`config.mk`:
```
export PLATFORM = sky130hd
export DESIGN_NAME = shift_unit_arbiter
export DESIGN_NICKNAME = d
export VERILOG_FILES = /design/src/rtl/shift_unit_arbiter.sv
export SDC_FILE = /design/constraint.sdc
export NUM_CORES = 1
export LEC_CHECK = 0
export ABC_CLOCK_PERIOD_IN_PS = 5700
export CAP_MARGIN = 10
export CORE_MARGIN = 2
export CORE_UTILIZATION = 35
export DETAILED_ROUTE_END_ITERATION = 10
export PLACE_DENSITY = 0.57
export SYNTH_ARGS = -nofsm -noshare
export SYNTH_HDL_FRONTEND = slang
export SYNTH_SLANG_ARGS = --single-unit
```
`constraint.sdc`:
```
create_clock -name clk -period 5.7 [get_ports clk]
set_input_delay 1.14 -clock clk [delete_from_list [all_inputs] [get_ports clk]]
set_output_delay 1.14 -clock clk [all_outputs]
set_load 0.02 [all_outputs]
```
`src/rtl/shift_unit_arbiter.sv`:
```
// Two-requester round-robin front end for the shared 32-bit combinational shifter.
// Operands and results are registered; one operation is in flight at a time.

module combinational_shifter #(
  parameter int W = 32
) (
  input  logic [W-1:0] data_i,
  input  logic [4:0]   shamt_i,
  input  logic [1:0]   ctrl_i,
  output logic [W-1:0] result_o
);
  always_comb begin
    result_o = data_i;
    case (ctrl_i)
      2'b00: result_o = data_i << shamt_i;
      2'b01: result_o = data_i >> shamt_i;
      2'b10: result_o = $unsigned($signed(data_i) >>> shamt_i);
      // A zero rotate must not evaluate x << W, so it is special-cased.
      2'b11: result_o = (shamt_i == 5'd0) ? data_i :
                        (data_i >> shamt_i) + (data_i << (6'(W) - {1'b0, shamt_i}));
      default: result_o = data_i;
    endcase
  end
endmodule

module shift_unit_arbiter #(
  parameter int W = 32
) (
  input  logic         clk,
  input  logic         rst_n,
  input  logic         a_req_valid,
  output logic         a_req_ready,
  input  logic [W-1:0] a_data,
  input  logic [4:0]   a_shamt,
  input  logic [1:0]   a_ctrl,
  output logic         a_rsp_valid,
  input  logic         a_rsp_ready,
  output logic [W-1:0] a_rsp_data,
  input  logic         b_req_valid,
  output logic         b_req_ready,
  input  logic [W-1:0] b_data,
  input  logic [4:0]   b_shamt,
  input  logic [1:0]   b_ctrl,
  output logic         b_rsp_valid,
  input  logic         b_rsp_ready,
  output logic [W-1:0] b_rsp_data,
  output logic         busy,
  output logic         prio_b,
  output logic [15:0]  op_count
);
  // Handshake: a request transfers on a clock edge where req_valid && req_ready;
  // a response transfers on an edge where rsp_valid && rsp_ready. Requesters
  // hold valid and operands stable until the transfer.
  typedef enum logic [1:0] {IDLE = 2'd0, EXEC = 2'd1, RESP = 2'd2} state_t;

  state_t       state_q;
  logic         owner_b_q;
  logic         prio_b_q;
  logic         a_rsp_valid_q;
  logic         b_rsp_valid_q;
  logic [W-1:0] data_q;
  logic [4:0]   shamt_q;
  logic [1:0]   ctrl_q;
  logic [W-1:0] result_q;
  logic [15:0]  op_count_q;

  logic         grant_b;
  logic         take;
  logic         owner_rsp_ready;
  logic [W-1:0] shift_res;

  // B wins when it is the only requester or holds priority.
  assign grant_b         = b_req_valid & (~a_req_valid | prio_b_q);
  assign take            = (state_q == IDLE) & (a_req_valid | b_req_valid);
  assign owner_rsp_ready = owner_b_q ? b_rsp_ready : a_rsp_ready;

  assign a_req_ready = take & ~grant_b;
  assign b_req_ready = take & grant_b;

  combinational_shifter #(.W(W)) u_shifter (
    .data_i   (data_q),
    .shamt_i  (shamt_q),
    .ctrl_i   (ctrl_q),
    .result_o (shift_res)
  );

  always_ff @(posedge clk or negedge rst_n) begin
    if (!rst_n) begin
      state_q       <= IDLE;
      owner_b_q     <= 1'b0;
      prio_b_q      <= 1'b0;
      a_rsp_valid_q <= 1'b0;
      b_rsp_valid_q <= 1'b0;
      data_q        <= '0;
      shamt_q       <= '0;
      ctrl_q        <= '0;
      result_q      <= '0;
      op_count_q    <= '0;
    end else begin
      case (state_q)
        IDLE: begin
          if (take) begin
            data_q    <= grant_b ? b_data  : a_data;
            shamt_q   <= grant_b ? b_shamt : a_shamt;
            ctrl_q    <= grant_b ? b_ctrl  : a_ctrl;
            owner_b_q <= grant_b;
            state_q   <= EXEC;
          end
        end
        EXEC: begin
          result_q      <= shift_res;
          a_rsp_valid_q <= ~owner_b_q;
          b_rsp_valid_q <= owner_b_q;
          state_q       <= RESP;
        end
        RESP: begin
          if (owner_rsp_ready) begin
            a_rsp_valid_q <= 1'b0;
            b_rsp_valid_q <= 1'b0;
            op_count_q    <= op_count_q + 16'd1;
            prio_b_q      <= ~owner_b_q;
            state_q       <= IDLE;
          end
        end
        default: state_q <= IDLE;
      endcase
    end
  end

  assign a_rsp_valid = a_rsp_valid_q;
  assign b_rsp_valid = b_rsp_valid_q;
  assign a_rsp_data  = result_q;
  assign b_rsp_data  = result_q;
  assign busy        = (state_q != IDLE);
  assign prio_b      = prio_b_q;
  assign op_count    = op_count_q;
endmodule
```
==> flow_metrics.py <==
metrics = {
    "status": {
        "status": "finished clean",
    },
    "critical_path": {
        "crit_family": "compound AO/OA/AOI/OAI gates",
        "cp.arrival_ns": 5.37,
        "worstReg2RegEnd": "a_rsp_data[31]",
        "critPathMaxStageDelay_ns": 0.44,
        "critPathMaxFanout": 18,
        "reg2regPathDepth": 19,
        "slowest_stage": "dfrtp_2",
        "cp_num_buf_inv": 2,
        "end_kind": "flip-flop",
        "rrSetupSlack_ns": 0.60,
        "crit_type": "reg -> reg",
        "start_kind": "flip-flop",
        "rr_startpoint": "shamt_q[1]",
        "crit_required_ns": 5.97,
        "path_cells": "inv_1 > ha_1 > xnor2_1 > buf_4 > nor2_1 > a211oi_1 > a21oi_1 > a21oi_1 > and2_1 > ha_1 > o21ai_0 > o21bai_1 > nor3_1 > a31o_2 > a31oi_2 > a311oi_1 > o221ai_1 > nand2_1 > a21oi_2",
    },
    "worst_hold_path": {
        "min_path_type": "reg -> reg",
        "min_to": "op_count[15]",
        "min_from": "op_count[15]",
        "whs_path_depth": 1,
    },
    "floorplanning": {
        "rows": 66,
        "initial_core_util": 0.354,
        "die_y_um": 185,
        "dieArea_mm2": 0.0342,
        "ios": 170,
        "core_mm2": 0.0324,
        "die-width_um": 185,
    },
    "sta": {
        "max_slew.worst_pin.slew_ns": 1.15,
        "fin_worst_skew_ns": 0.0248,
        "fin_setup_tns_ns": 0,
        "maxClockFrequency_ghz": 0.196,
        "setup_viol": 0,
        "period_minus_slack_ns": 5.10,
        "drv_slew": 0,
        "slew_headroom": 0.221,
        "period_share": 0.894,
        "rsz0062_at_grt": "false",
        "hold_violations": 0,
    },
    "global_routing": {
        "overflow": 0,
        "grt_pass1_vias": 11600,
        "grt_max_degree": 54,
        "grt_pass1_wl_um": 77800,
        "grtUsageTotal": 0.310,
        "grt_antenna_before_repair": 0,
    },
    "synth": {
        "synth_fp_nets": 1609,
        "syn_inst": 1490,
        "yosysSeqAreaShare": 0.203,
        "syn-cell-area_mm2": 0.0115,
        "ys_ff_latch": 93,
        "synth_ff_type": "dfrtp_1",
        "synth_edf_count": 0,
        "avgSynthCellArea_um2": 7.70,
        "synth_cell_types": 81,
        "yosys_warnings": 0,
        "async_reset_ff_frac": 1.00,
    },
    "cts": {
        "cts_hold_buf": 0,
        "cts_resized": 0,
        "cts_setup_buffers": 0,
        "clk_latency_ns": 0.40,
        "path_clk_slew_ns": 0.08,
        "cts_buffers": 9,
        "cts_tree": "done",
        "clock-root-buffer": "clkbuf_16",
        "htreeDepth": 3,
        "cts_sinks": 93,
        "cts_max_path_buffers": 2,
    },
    "place": {
        "numPortBuffers": 169,
        "gp_congestion": 1.07,
        "hpwl_um": 40900,
    },
    "route": {
        "drc_errors": 0,
        "ant_nets": 0,
        "first_iter_violations": 1588,
        "routedWlPerCell_um": 26.4,
        "routed_wl_um": 53000,
        "first_pass_iters": 9,
        "drt-vias-per-instance": 6.22,
        "num_vias": 12500,
    },
    "cells_and_area": {
        "drive_gt1_frac": 0.102,
        "syn_to_final_growth_pct": 18.4,
        "nets": 1678,
        "n_antenna_cell": 0,
    },
    "flow_run": {
        "drv_cap": 0,
    },
}
logic make-up (layout without fill, tap and decap cells):
family                     Yosys count  after routing  share of synthesized area
buffers and inverters              221            295                     0.0972
adders and majority gates           35             35                     0.0388
AOI/OAI and AO/OA                  480            480                      0.277
and+or+nand+nor                    468            468                      0.177
muxes                              155            155                      0.179
DFF                                 93             93                      0.203
xor gates and xnor gates            38             38                     0.0290
stage by stage:
step	hold slack (ns)	area, µm²	worst slack, ns	utilization	cells
2_1_floorplan	0.520	11500	0.636	-	1490
3_3_place_gp	0.474	13300	0.750	0.410	1990
3_5_place_dp	0.467	13300	0.749	0.410	1990
4_1_cts	0.487	13600	0.699	0.419	2006
5_1_grt	0.511	13600	0.191	0.419	2006
6_report	0.475	13600	0.603	0.419	2006
how the worst max path moves through the flow:
| stage | startpoint | cells past startpoint | end | slack (ns) |
|---|---|---|---|---|
| finish | shamt_q[1] | 19 | a_rsp_data[31] | 0.60 |
| global route | shamt_q[0] | 19 | a_rsp_data[31] | 0.19 |
| CTS | shamt_q[0] | 21 | a_rsp_data[25] | 0.70 |
| detailed placement | shamt_q[0] | 21 | a_rsp_data[25] | 0.75 |
| global placement | shamt_q[1] | 21 | a_rsp_data[25] | 0.75 |
| floorplan | shamt_q[1] | 26 | a_rsp_data[25] | 0.64 |
placed cells by master (no fill, tap or decap), drive strengths merged, types with 24 or more instances in the layout:
master and count:
a222oi 39, xnor2 24, dfrtp 93, a21oi 129, inv 59, nand2 184
clkdlybuf4s50 168, a31oi 25, mux4 35, o21ai 121, ha 34, a211oi 37
mux2i 90, buf 53, nor2 165, mux2 30
cell type report:
class	count	area [µm²]
fillers	3349	18800
multi-input cells	1176	8060
flip-flops and latches	93	2330
inverters	58	218
repair buffers	221	2120
clock buffers	10	239
well taps	442	553
clock inverters	6	53.8
registers in the layout (all words and copies together), names as in the netlist:
name	cells
a_rsp_data	32
a_rsp_valid	1
b_rsp_valid	1
ctrl_q	2
data_q	32
op_count	16
owner_b_q	1
prio_b	1
shamt_q	5
state_q	2
per-layer routing:
layer	vias to the layer above	track usage	part of all wire
met2	715	0.463	0.43
li1	5581	-	-
met1	6041	0.418	0.42
met4	0	0.170	0.060
met3	142	0.0617	0.090
met5	-	0	0
cells in the mapped netlist, types with 28 or more instances:
| library cell | number | share of area |
|---|---|---|
| a211oi_1 | 36 | 0.024 |
| a21oi_1 | 125 | 0.055 |
| a222oi_1 | 39 | 0.034 |
| buf_2 | 35 | 0.015 |
| buf_4 | 33 | 0.022 |
| clkbuf_1 | 75 | 0.025 |
| dfrtp_1 | 93 | 0.20 |
| ha_1 | 34 | 0.037 |
| inv_1 | 54 | 0.018 |
| mux2_2 | 28 | 0.027 |
| mux2i_1 | 90 | 0.079 |
| mux4_2 | 31 | 0.061 |
| nand2_1 | 184 | 0.060 |
| nor2_1 | 164 | 0.054 |
| o21ai_0 | 104 | 0.045 |
worst reg2reg max path, delay by kind of cell (launching register included):
kind	cells	cell delay, ns
AO/OA/AOI/OAI	10	2.29
buffers and inverters	2	0.72
adder cells (fa/ha/maj)	2	0.65
AND/OR/NAND/NOR	4	0.62
flip-flops	1	0.44
XOR/XNOR	1	0.26
Power is not shown: default switching activity piles up to over one toggle a cycle in this logic, so the estimate is an artifact.
